--- src/rtl/axi_lite_master_ctrl.sv ---
// axi_lite_master_ctrl
//
// Bus-master front end that turns single-word command strobes into AXI4-Lite
// write or read transactions, one transaction at a time, and returns exactly
// one response strobe per accepted command.
//
// Parameters:
//   ADDR_WIDTH   - byte address width
//   DATA_WIDTH   - data width
//   STROBE_WIDTH - write byte-enable width
//   TIMEOUT      - cycles allowed in a response phase before giving up
//                  (0 = wait forever)
//
// Ports:
//   clk, rst        - rising-edge clock, synchronous active-high reset
//   i_cmd_*         - command request (stb/wr/addr/data/strb), o_cmd_rdy accepts
//   o_rsp_*         - one-cycle response strobe with read data, xRESP code and
//                     a flag marking responses produced by the timeout
//   AW/W/B/AR/R     - AXI4-Lite master channels
module axi_lite_master_ctrl #(
  parameter int ADDR_WIDTH   = 32,
  parameter int DATA_WIDTH   = 32,
  parameter int STROBE_WIDTH = DATA_WIDTH / 8,
  parameter int TIMEOUT      = 256
) (
  input  logic                    clk,
  input  logic                    rst,

  input  logic                    i_cmd_stb,
  output logic                    o_cmd_rdy,
  input  logic                    i_cmd_wr,
  input  logic [ADDR_WIDTH-1:0]   i_cmd_addr,
  input  logic [DATA_WIDTH-1:0]   i_cmd_data,
  input  logic [STROBE_WIDTH-1:0] i_cmd_strb,

  output logic                    o_rsp_stb,
  output logic [DATA_WIDTH-1:0]   o_rsp_data,
  output logic [1:0]              o_rsp_resp,
  output logic                    o_rsp_timeout,

  output logic                    o_awvalid,
  input  logic                    i_awready,
  output logic [ADDR_WIDTH-1:0]   o_awaddr,

  output logic                    o_wvalid,
  input  logic                    i_wready,
  output logic [DATA_WIDTH-1:0]   o_wdata,
  output logic [STROBE_WIDTH-1:0] o_wstrb,

  input  logic                    i_bvalid,
  output logic                    o_bready,
  input  logic [1:0]              i_bresp,

  output logic                    o_arvalid,
  input  logic                    i_arready,
  output logic [ADDR_WIDTH-1:0]   o_araddr,

  input  logic                    i_rvalid,
  output logic                    o_rready,
  input  logic [1:0]              i_rresp,
  input  logic [DATA_WIDTH-1:0]   i_rdata
);

  typedef enum logic [2:0] {
    IDLE,
    WR_REQ,
    WR_RESP,
    RD_REQ,
    RD_RESP,
    DONE
  } state_t;

  // Counter must be able to hold the value TIMEOUT itself.
  localparam int CNT_W = (TIMEOUT > 0) ? $clog2(TIMEOUT + 1) : 1;
  localparam logic [CNT_W-1:0] CNT_MAX = TIMEOUT[CNT_W-1:0];

  localparam logic [1:0] RESP_SLVERR = 2'b10;

  state_t           state;
  logic [CNT_W-1:0] wait_cnt;
  logic             timeout_hit;

  // The response phase gives up once the counter has reached TIMEOUT, so the
  // ready stays up for TIMEOUT+1 cycles and the strobe lands one cycle later.
  assign timeout_hit = (TIMEOUT != 0) && (wait_cnt == CNT_MAX);

  always_ff @(posedge clk) begin
    if (rst) begin
      state         <= IDLE;
      wait_cnt      <= '0;
      o_cmd_rdy     <= 1'b0;
      o_rsp_stb     <= 1'b0;
      o_rsp_data    <= '0;
      o_rsp_resp    <= 2'b00;
      o_rsp_timeout <= 1'b0;
      o_awvalid     <= 1'b0;
      o_awaddr      <= '0;
      o_wvalid      <= 1'b0;
      o_wdata       <= '0;
      o_wstrb       <= '0;
      o_bready      <= 1'b0;
      o_arvalid     <= 1'b0;
      o_araddr      <= '0;
      o_rready      <= 1'b0;
    end else begin
      o_rsp_stb <= 1'b0;

      case (state)
        IDLE: begin
          // Ready is registered, so the first IDLE cycle after reset only
          // raises it; commands are taken from the following cycle on.
          if (!o_cmd_rdy) begin
            o_cmd_rdy <= 1'b1;
          end else if (i_cmd_stb) begin
            o_cmd_rdy <= 1'b0;
            o_awaddr  <= i_cmd_addr;
            o_araddr  <= i_cmd_addr;
            o_wdata   <= i_cmd_data;
            o_wstrb   <= i_cmd_strb;
            if (i_cmd_wr) begin
              o_awvalid <= 1'b1;
              o_wvalid  <= 1'b1;
              state     <= WR_REQ;
            end else begin
              o_arvalid <= 1'b1;
              state     <= RD_REQ;
            end
          end
        end

        WR_REQ: begin
          // AW and W complete independently; a channel counts as done once
          // its valid is already low or handshakes this cycle.
          if (o_awvalid && i_awready) begin
            o_awvalid <= 1'b0;
          end
          if (o_wvalid && i_wready) begin
            o_wvalid <= 1'b0;
          end
          if ((!o_awvalid || i_awready) && (!o_wvalid || i_wready)) begin
            o_bready <= 1'b1;
            wait_cnt <= '0;
            state    <= WR_RESP;
          end
        end

        WR_RESP: begin
          if (i_bvalid) begin
            o_bready      <= 1'b0;
            o_rsp_data    <= '0;
            o_rsp_resp    <= i_bresp;
            o_rsp_timeout <= 1'b0;
            o_rsp_stb     <= 1'b1;
            state         <= DONE;
          end else if (timeout_hit) begin
            o_bready      <= 1'b0;
            o_rsp_data    <= '0;
            o_rsp_resp    <= RESP_SLVERR;
            o_rsp_timeout <= 1'b1;
            o_rsp_stb     <= 1'b1;
            state         <= DONE;
          end else begin
            wait_cnt <= wait_cnt + 1'b1;
          end
        end

        RD_REQ: begin
          if (i_arready) begin
            o_arvalid <= 1'b0;
            o_rready  <= 1'b1;
            wait_cnt  <= '0;
            state     <= RD_RESP;
          end
        end

        RD_RESP: begin
          if (i_rvalid) begin
            o_rready      <= 1'b0;
            o_rsp_data    <= i_rdata;
            o_rsp_resp    <= i_rresp;
            o_rsp_timeout <= 1'b0;
            o_rsp_stb     <= 1'b1;
            state         <= DONE;
          end else if (timeout_hit) begin
            o_rready      <= 1'b0;
            o_rsp_data    <= '0;
            o_rsp_resp    <= RESP_SLVERR;
            o_rsp_timeout <= 1'b1;
            o_rsp_stb     <= 1'b1;
            state         <= DONE;
          end else begin
            wait_cnt <= wait_cnt + 1'b1;
          end
        end

        DONE: begin
          // The strobe was raised on entry; it falls here and the port reopens.
          o_cmd_rdy <= 1'b1;
          state     <= IDLE;
        end

        default: begin
          state <= IDLE;
        end
      endcase
    end
  end

endmodule

--- config.mk ---
export PLATFORM = sky130hd
export DESIGN_NAME = axi_lite_master_ctrl
export DESIGN_NICKNAME = d
export VERILOG_FILES = /design/src/rtl/axi_lite_master_ctrl.sv
export SDC_FILE = /design/constraint.sdc
export NUM_CORES = 1
export LEC_CHECK = 0
export CORE_MARGIN = 1.5
export CORE_UTILIZATION = 39
export CTS_CLUSTER_DIAMETER = 50
export CTS_CLUSTER_SIZE = 16
export DETAILED_ROUTE_END_ITERATION = 8
export HOLD_SLACK_MARGIN = 0.02
export PLACE_DENSITY = 0.82
export SYNTH_ARGS = -nofsm -noshare
export SYNTH_HDL_FRONTEND = slang
export SYNTH_SLANG_ARGS = --single-unit
--- constraint.sdc ---
create_clock -name clk -period 2.3 [get_ports clk]
set_input_delay 0.46 -clock clk [delete_from_list [all_inputs] [get_ports clk]]
set_output_delay 0.46 -clock clk [all_outputs]
set_load 0.01 [all_outputs]
# [Word level (Yosys, flattened, before mapping)]
# Cells that the tools add are included.
[classes] n_eq_ne=18 n_addsub=1 muxes=53 n_reduce_logical=23
[op_table] op="32-bit two-way mux" count=3
[op_table] op="32-bit case mux with 2 select lines" count=1
[op_table] op="9-bit two-way mux" count=5
[op_table] op="9-bit case mux with 4 select lines" count=1
[op_table] op="1-bit two-way mux" count=22
[op_table] op="3-bit two-way mux" count=7
[op_table] op="2-bit != test, second input constant" count=10
[op_table] op="5-bit AND reduction" count=4
[op_table] op="1-bit case mux with 2 select lines" count=8
[op_table] op="3-bit case mux with 5 select lines" count=1
[op_table] op="2-bit nonzero test" count=6
[op_table] op="9-bit by 1-bit adder with 9-bit output, second input constant" count=1
[op_table] op="9-bit equality test, second input constant" count=1
[op_table] op="3-bit AND reduction" count=3
[op_table] op="2-bit two-way mux" count=4
[op_table] op="3-bit by 2-bit equality test with 1-bit output, second input constant" count=2
[op_table] op="3-bit equality test, second input constant" count=2
[op_table] op="3-bit != test, second input constant" count=2
[op_table] op="2-bit case mux with 2 select lines" count=1
[op_table] op="4-bit AND reduction" count=1
[op_table] op="4-bit nonzero test" count=1
[op_table] op="3-bit by 1-bit equality test with 1-bit output, second input constant" count=1
[op_table] op="1-bit logical AND" count=3
[op_table] op="3-bit logical NOT" count=1
[op_table] op="other kinds (2)" count=4
[totals] elab_cells=110 output_inout_bits=142 ff_bits=122 in_bits=113

# [Logic depth before layout (Yosys ltp)]
# Gate-level depths: netlist of the first run.
[logic_depth] ltp_word=5 ltp_mapped=9 depth_no_buf=7

# [Least setup slack after synthesis of the first run]
# OpenSTA, ideal clock, no wires.
[synth_path] path_type="flip-flop to flip-flop" start="reg wait_cnt[0]" end="reg wait_cnt[4]" setup_ns=0.074 slack_ns=0.481 arrival_time_ns=1.745 required_time_ns=2.226 period_less_slack_ns=1.819 path_stages_with_launch=9 n_path_buf=1 path_cell_list="dfxtp_1 inv_1 ha_1 nor4b_1 nand2_1 a21o_1 buf_2 or3b_1 a31oi_1"
[synth_via] elab_chain_cells=4 elab_cells_between_ends=6 cone_classes="add/sub (1); eq/ne (1); mux (4)"
[synth_lines] item="start: declaration" line_no="80" source="logic [CNT_W-1:0] wait_cnt;"
[synth_lines] item="start signal: assignment" line_no="163" source="wait_cnt <= wait_cnt + 1'b1;"
[synth_lines] item="start signal: assignment" line_no="192" source="wait_cnt <= wait_cnt + 1'b1;"
[synth_lines] item="9-bit by 1-bit adder with 9-bit output or 9-bit equality test (tied branches)" line_no="163, 192, 85"
[synth_lines] item="9-bit two-way mux (*)" line_no="155, 184"
[synth_lines] item="9-bit two-way mux (on tied branches)" line_no="177, 148"
[synth_lines] item="9-bit case mux with 4 select lines (*)" line_no="108" source="case (state)"
# Mark *: on every way between the ends. The rest lies on a longest branch, timed or not. The select of a mux whose other input is x is not followed.
# A chain may end at the register's enable or synchronous reset.

# [Worst setup path in the final report of the first run]
[layout_path] start="reg state[1]" end="reg wait_cnt[4]"
[layout_via] elab_chain_cells=3 elab_cells_between_ends=11 cone_classes="eq/ne (8); mux (1); reduce/logical (2)"
[layout_lines] item="start: declaration" line_no="79" source="state_t state;"
[layout_lines] item="start signal: assignment" line_no="89" source="state <= IDLE;"
[layout_lines] item="start signal: assignment" line_no="123" source="state <= WR_REQ;"
[layout_lines] item="start signal: assignment" line_no="126" source="state <= RD_REQ;"
[layout_lines] item="3-bit equality test, or another cell as far along" line_no="108"
[layout_lines] item="4-bit nonzero test (no source line) or 2-bit != test (tied branches)"
[layout_lines] item="5-bit AND reduction (no source line)"
# Parallel ways exist; a longest one is shown, timed or not.

==> flow_summary.toml, run 1 <==
[outcome]
status = "finished, final reports clean"

[power]
power.internal_mw = 5.19
power_frac_seq_pct = 35.0
leakagePower_nw = 2.79
p_clk_share_pct = 35.9
p_comb_share_pct = 29.1
ir_worst_vdd_mv = 0.434
switchingPower_mw = 2.12
power.total_mw = 7.31
power_density_mw_per_mm2 = 933
switching_share_pct = 29.0

[floorplanning]
core.rowCount = 40
initial_core_util_pct = 40.1
dieArea_mm2 = 0.0130
die_y_um = 114
die_w_um = 114
core_area_mm2 = 0.0120
num_io_pins = 255

[placed_design]
dpl.hpwl_um = 10500
routabilityCongestion = 0.877
dp_cells = 923
port_buffers = 254

[yosys]
synthSimpleGateAreaFrac_pct = 21.0
syn-instance-count = 585
synth-warning-count = 0
dominantRegCellSynth = "dfxtp_1"
synth_edf_count = 0
netlist_area_mm2 = 0.00481
ys_seq_elements = 122
synth_top_family_by_area = "simple AND/OR/NAND/NOR gates"
yosysSeqAreaShare_pct = 50.7
synthArstFlopShare_pct = 0
synthMuxAreaShare_pct = 0.208
synth_xor_area_share_pct = 0.546
synth.distinct_cells = 41
synthAdderAreaFrac_pct = 0.520
synth_compound_area_share_pct = 17.9
synth_nets = 700
syn_avg_cell_area_um2 = 8.23

[cells_and_area]
num_antenna_cells = 0
fillers = 956
nNetsFinal = 910
area_delta_synth_final_pct = 62.7
drive_above_1_share_pct = 5.45
layout.cells.non_filler = 955

[min_path]
hold_class = "reg2reg"

[sta]
max_freq_ghz = 0.496
worst_slew_pin_slew_ns = 0.716
setup_viol = 0
finalMaxSlewViolations = 0
grt_setup_unrepaired = "false"
skew_ns = 0.00675
relSlewSlack_pct = 52.3
hold_viol_final = 0
setup_tns_ns = 0
fin_crit_sh_pct = 87.7
period_needed_ns = 2.02

[routing]
ant_nets = 0
drt_iter0_drc = 215
wl_per_cell_um = 15.1
vias = 4818
drcViolationCount = 0
routed_wirelength_um = 14400
viasPerCell = 5.05
first_pass_iters = 5

[global_routing]
grt_overflow = 0
grt_max_degree = 69
grt.total_usage_pct = 21.9
grt_first_pass_wirelength_um = 22500
antenna_found_initial = 0
grt_pass1_vias = 4577

[clock_network]
clkLatencyLatePin_ns = 0.41
clkTransAtPathRegs_ns = 0.06
post_cts_buffers = 0
clock-sinks = 122
numCtsBuffers = 17
cts_tree = "yes"
clock-root-buffer = "clkbuf_16"
clock_path_buffers = 2
ctsHoldBuffers = 0
htreeDepth = 4
cts_resized = 0

[setup_path]
end_kind = "flop"
worstSetupPathType = "reg2reg"
cp-start-kind = "flop"
cp_max_fo = 9
crit_arrival_ns = 2.35
crit_required_ns = 2.63

[flow_run]
maxCapViolCount = 0
cell usage in the layout, fill, tap and decap left out, types with 5 or more instances in the layout:
cell	Yosys	routed
buf_4	35	6
and3_1	5	5
clkinv_2	0	6
inv_1	5	5
clkbuf_16	0	17
nand2_1	147	147
a21oi_1	84	84
nand3_1	7	7
dfxtp_1	122	122
clkdlybuf4s50_1	0	253
a22oi_1	34	34
nor2_1	51	50
worst max-delay path, cell delays in order (launching register included):
cell and delay (ns):
dfxtp_1 0.38, or3b_1 0.52, a21oi_4 0.29, a32oi_4 0.18, or3_1 0.39, a31oi_1 0.17
Yosys cell counts, types with 3 or more instances:
library cell | count | area, um^2
buf_4 | 35 | 263
a211oi_1 | 3 | 22.5
xor2_1 | 3 | 26.3
nand2_1 | 147 | 552
and3_1 | 5 | 31.3
nand3_1 | 7 | 35.0
o21ai_0 | 3 | 15.0
a21o_1 | 3 | 22.5
clkbuf_1 | 28 | 105
nor3_1 | 4 | 20.0
dfxtp_1 | 122 | 2440
a21oi_1 | 84 | 420
or3_1 | 4 | 25.0
inv_1 | 5 | 18.8
a22oi_1 | 34 | 255
nor2_1 | 51 | 191
nor4b_1 | 3 | 26.3
buf_2 | 8 | 40.0
nand4_1 | 3 | 18.8
o21ai_1 | 4 | 20.0
through the flow:
| step | utilization [%] | instance area [um^2] | hold WS, ns | worst slack [ns] |
|---|---|---|---|---|
| floorplan | - | 4810 | 0.457 | 0.481 |
| global placement | 60.3 | 7240 | 0.442 | 0.117 |
| detailed placement | 60.3 | 7240 | 0.448 | 0.0988 |
| CTS | 65.2 | 7830 | 0.457 | 0.298 |
| global route | 65.2 | 7830 | 0.481 | 0.121 |
| finish | 65.2 | 7830 | 0.453 | 0.283 |
flip-flops by register name, indices dropped and copies added, names as in the netlist:
register,count
o_araddr,32
o_arvalid,1
o_awvalid,1
o_bready,1
o_cmd_rdy,1
o_rready,1
o_rsp_data,32
o_rsp_resp,2
o_rsp_stb,1
o_rsp_timeout,1
o_wdata,32
o_wstrb,4
o_wvalid,1
state,3
wait_cnt,9
kinds of logic after synthesis:
logic type,Yosys count
adders and majority gates,2
buffers and inverters,77
xor gates and xnor gates,3
and+or+nand+nor,239
muxes,1
AOI/OAI and AO/OA,141
DFF,122
metal layers:
metal / part of all wire (%) / global-route usage (%) / up-vias
li1: - / - / 2352
met1: 38 / 23.3 / 2242
met2: 51 / 39.0 / 194
met3: 8.2 / 8.05 / 30
met4: 2.3 / 9.58 / 0
met5: 0 / 0 / -
cell type report:
cell class	instances	area, um^2	area share (%)
Tap cell	147	184	2.35
Timing Repair Buffer	263	2660	33.9
Sequential cell	122	2440	31.2
Clock inverter	9	120	1.53
Clock buffer	23	468	5.98
Multi-Input combinational cell	386	1940	24.8
Inverter	5	18.8	0.240
final timing paths:
path,startpoint,slack [ns],endpoint,cells after the start
worst max-delay path,state[1],0.28,wait_cnt[4],5
worst max register to register,state[1],0.28,wait_cnt[4],5
worst min register to register,o_wdata[30],0.45,o_wdata[30],2
worst min-delay path,o_wdata[30],0.45,o_wdata[30],2
power by group through the flow:
stage,clock (mW),combinational (mW),sequential (mW)
after global routing,2.80,2.31,2.58
after floorplan,0,1.05,2.67
final,2.63,2.12,2.56
after CTS,2.69,2.13,2.56
after detailed placement,0,2.12,2.60
after global placement,0,2.08,2.58
(Power assumes the default switching activity.)
==> run 2: changes to the inputs <==
--- a/config.mk
+++ b/config.mk
@@ -6,12 +6,12 @@
 export NUM_CORES = 1
 export LEC_CHECK = 0
 export CORE_MARGIN = 1.5
-export CORE_UTILIZATION = 39
+export CORE_UTILIZATION = 25
 export CTS_CLUSTER_DIAMETER = 50
 export CTS_CLUSTER_SIZE = 16
 export DETAILED_ROUTE_END_ITERATION = 8
 export HOLD_SLACK_MARGIN = 0.02
-export PLACE_DENSITY = 0.82
+export PLACE_DENSITY = 0.57
 export SYNTH_ARGS = -nofsm -noshare
 export SYNTH_HDL_FRONTEND = slang
 export SYNTH_SLANG_ARGS = --single-unit
==> run 2 against run 1 <==
Effect of this change:
- final cell count rose by 9.7%
- largest power group unchanged
- first-iteration DRC count down 14%
- flip-flop and latch count stayed put
- design area is 2.3% higher
- critical path depth unchanged
- via count shrank 1.5%
- sequential share of layout area shrank 0.71 points
- non-clock buffer count is 6 higher
- global-route usage decreased by 6.8 points
- wire length increased by 6.3%
- largest cell class unchanged
- register-to-register slack improved by 0.05 ns
==> flow_summary.toml, run 2 (synthesis results as in run 1) <==
[sta]
fin_crit_sh_pct = 85.6
timing.hold.ws_ns = 0.451
max_freq_ghz = 0.508
grt_setup_unrepaired = "false"
relSlewSlack_pct = 70.1
skew_ns = 0.0105
period_needed_ns = 1.97
hold_viol_final = 0
setup_viol = 0
finalMaxSlewViolations = 0
worst_slew_pin_slew_ns = 0.444
setup_tns_ns = 0

[cells_and_area]
nNetsFinal = 916
area_delta_synth_final_pct = 66.5
final_cell_mix = "253 x clkdlybuf4s50_1, 147 x nand2_1, 122 x dfxtp_1, 84 x a21oi_1, 50 x nor2_1"
layout.cells.non_filler = 1048
num_antenna_cells = 0
top_regs = "o_araddr (32), o_rsp_data (32), o_wdata (32)"
drive_above_1_share_pct = 6.63
final_area_mm2 = 0.00801
final_common_cell = "clkdlybuf4s50_1"

[placed_design]
dp_cells = 1016
dpl.hpwl_um = 10700
postPlaceCellArea_mm2 = 0.00740
routabilityCongestion = 0.824
port_buffers = 254

[setup_path]
crit_cells = 5
path_cells = "or3b_1 -> a21oi_4 -> a32oi_4 -> or3_1 -> a31oi_1"
crit_arrival_ns = 2.32
slowest_delay_ns = 0.47
worstSetupPathType = "reg2reg"
reg2reg_depth = 5
end_kind = "flop"
cpMaxStageDelayCell = "dfxtp_1"
crit_required_ns = 2.65
crit-reg2reg-launch = "state[2]"
cp_top_family = "simple AND/OR/NAND/NOR gates"
cp_max_fo = 9
timing.rr.end = "wait_cnt[4]"
crit_start = "state[2]"
cp-start-kind = "flop"
cp_num_buf_inv = 0
ff2ff_setup_slack_ns = 0.33
worstSetupEndpoint = "wait_cnt[4]"

[clock_network]
ctsHoldBuffers = 0
cts_resized = 0
htreeDepth = 4
clkTransAtPathRegs_ns = 0.06
cts_tree = "yes"
clock_path_buffers = 2
clock-root-buffer = "clkbuf_16"
numCtsBuffers = 17
clock-sinks = 122
post_cts_buffers = 0
clkLatencyLatePin_ns = 0.42

[floorplanning]
core_area_mm2 = 0.0188
dieArea_mm2 = 0.0201
die_y_um = 142
initial_core_util_pct = 25.6
core.rowCount = 50
die_w_um = 142
num_io_pins = 255

[power]
p_comb_share_pct = 28.9
power.internal_mw = 5.19
switchingPower_mw = 2.32
leakagePower_nw = 2.83
p_clk_share_pct = 37.1
ir_worst_vdd_mv = 0.533
power_frac_seq_pct = 34.0
power.total_mw = 7.51
switching_share_pct = 30.9
power_density_mw_per_mm2 = 938

[routing]
drcViolationCount = 0
vias = 4748
drt_iter0_drc = 184
routed_wirelength_um = 15300
ant_nets = 0
wl_per_cell_um = 14.6
first_pass_iters = 5
viasPerCell = 4.53

[global_routing]
grt_pass1_vias = 4439
grt.total_usage_pct = 15.2
grt_max_degree = 71
grt_overflow = 0
antenna_found_initial = 0
grt_first_pass_wirelength_um = 23700

[min_path]
hold_class = "reg2reg"

[flow_run]
maxCapViolCount = 0

[outcome]
status = "finished, final reports clean"
run 2: changes by cell type in the layout (fill, tap and decap cells not counted):
cell,previous run,this run
clkbuf_1,4,0
clkbuf_8,2,0
clkinv_2,6,1
clkinv_4,0,5
inv_6,0,5
clkinvlp_4,0,1
buf_4,6,12
run 2: worst min path at each step:
stage | from | endpoint | slack, ns | cells after the start
floorplan | wait_cnt[1] | wait_cnt[1] | 0.46 | 2
global placement | o_wdata[27] | o_wdata[27] | 0.44 | 2
detailed placement | o_wdata[11] | o_wdata[11] | 0.45 | 2
CTS | o_wdata[24] | o_wdata[24] | 0.45 | 2
global route | rst | o_rsp_data[29] | 0.47 | 2
finish | o_wdata[0] | o_wdata[0] | 0.45 | 2
run 2: worst reg2reg max path: cells and delay by family, from the launching register on:
family	cells	cell delay, ns
flip-flops	1	0.47
AO/OA/AOI/OAI	3	0.61
AND/OR/NAND/NOR	2	0.81
run 2: final cells by class:
type                       count  area (um^2)
fill                        1865        10800
timing repair buffer         269         2700
sequential                   122         2440
multi-input combinational    386         1940
clock buffer                  17          425
tap                          234          293
clock inverter                15          190
inverter                       5         18.8
run 2: routing by layer:
layer  global-route usage (%)  part of all wire (%)
met1                     18.0                    42
met2                     24.5                    47
met3                     6.31                   8.7
met4                     5.48                   1.9
met5                        0                     0
run 2: power groups by stage:
stage / sequential (mW) / combinational, mW / clock, mW
2_1_floorplan: 2.67 / 1.05 / 0
3_3_place_gp: 2.60 / 2.21 / 0
3_5_place_dp: 2.60 / 2.20 / 0
4_1_cts: 2.56 / 2.21 / 2.87
5_1_grt: 2.59 / 2.38 / 2.97
6_report: 2.55 / 2.17 / 2.79
run 2: metrics by stage:
step,utilization [%],worst slack [ns]
CTS,42.7,0.337
detailed placement,39.4,0.194
global route,42.7,0.249
floorplan,-,0.481
global placement,39.4,0.193
finish,42.7,0.332
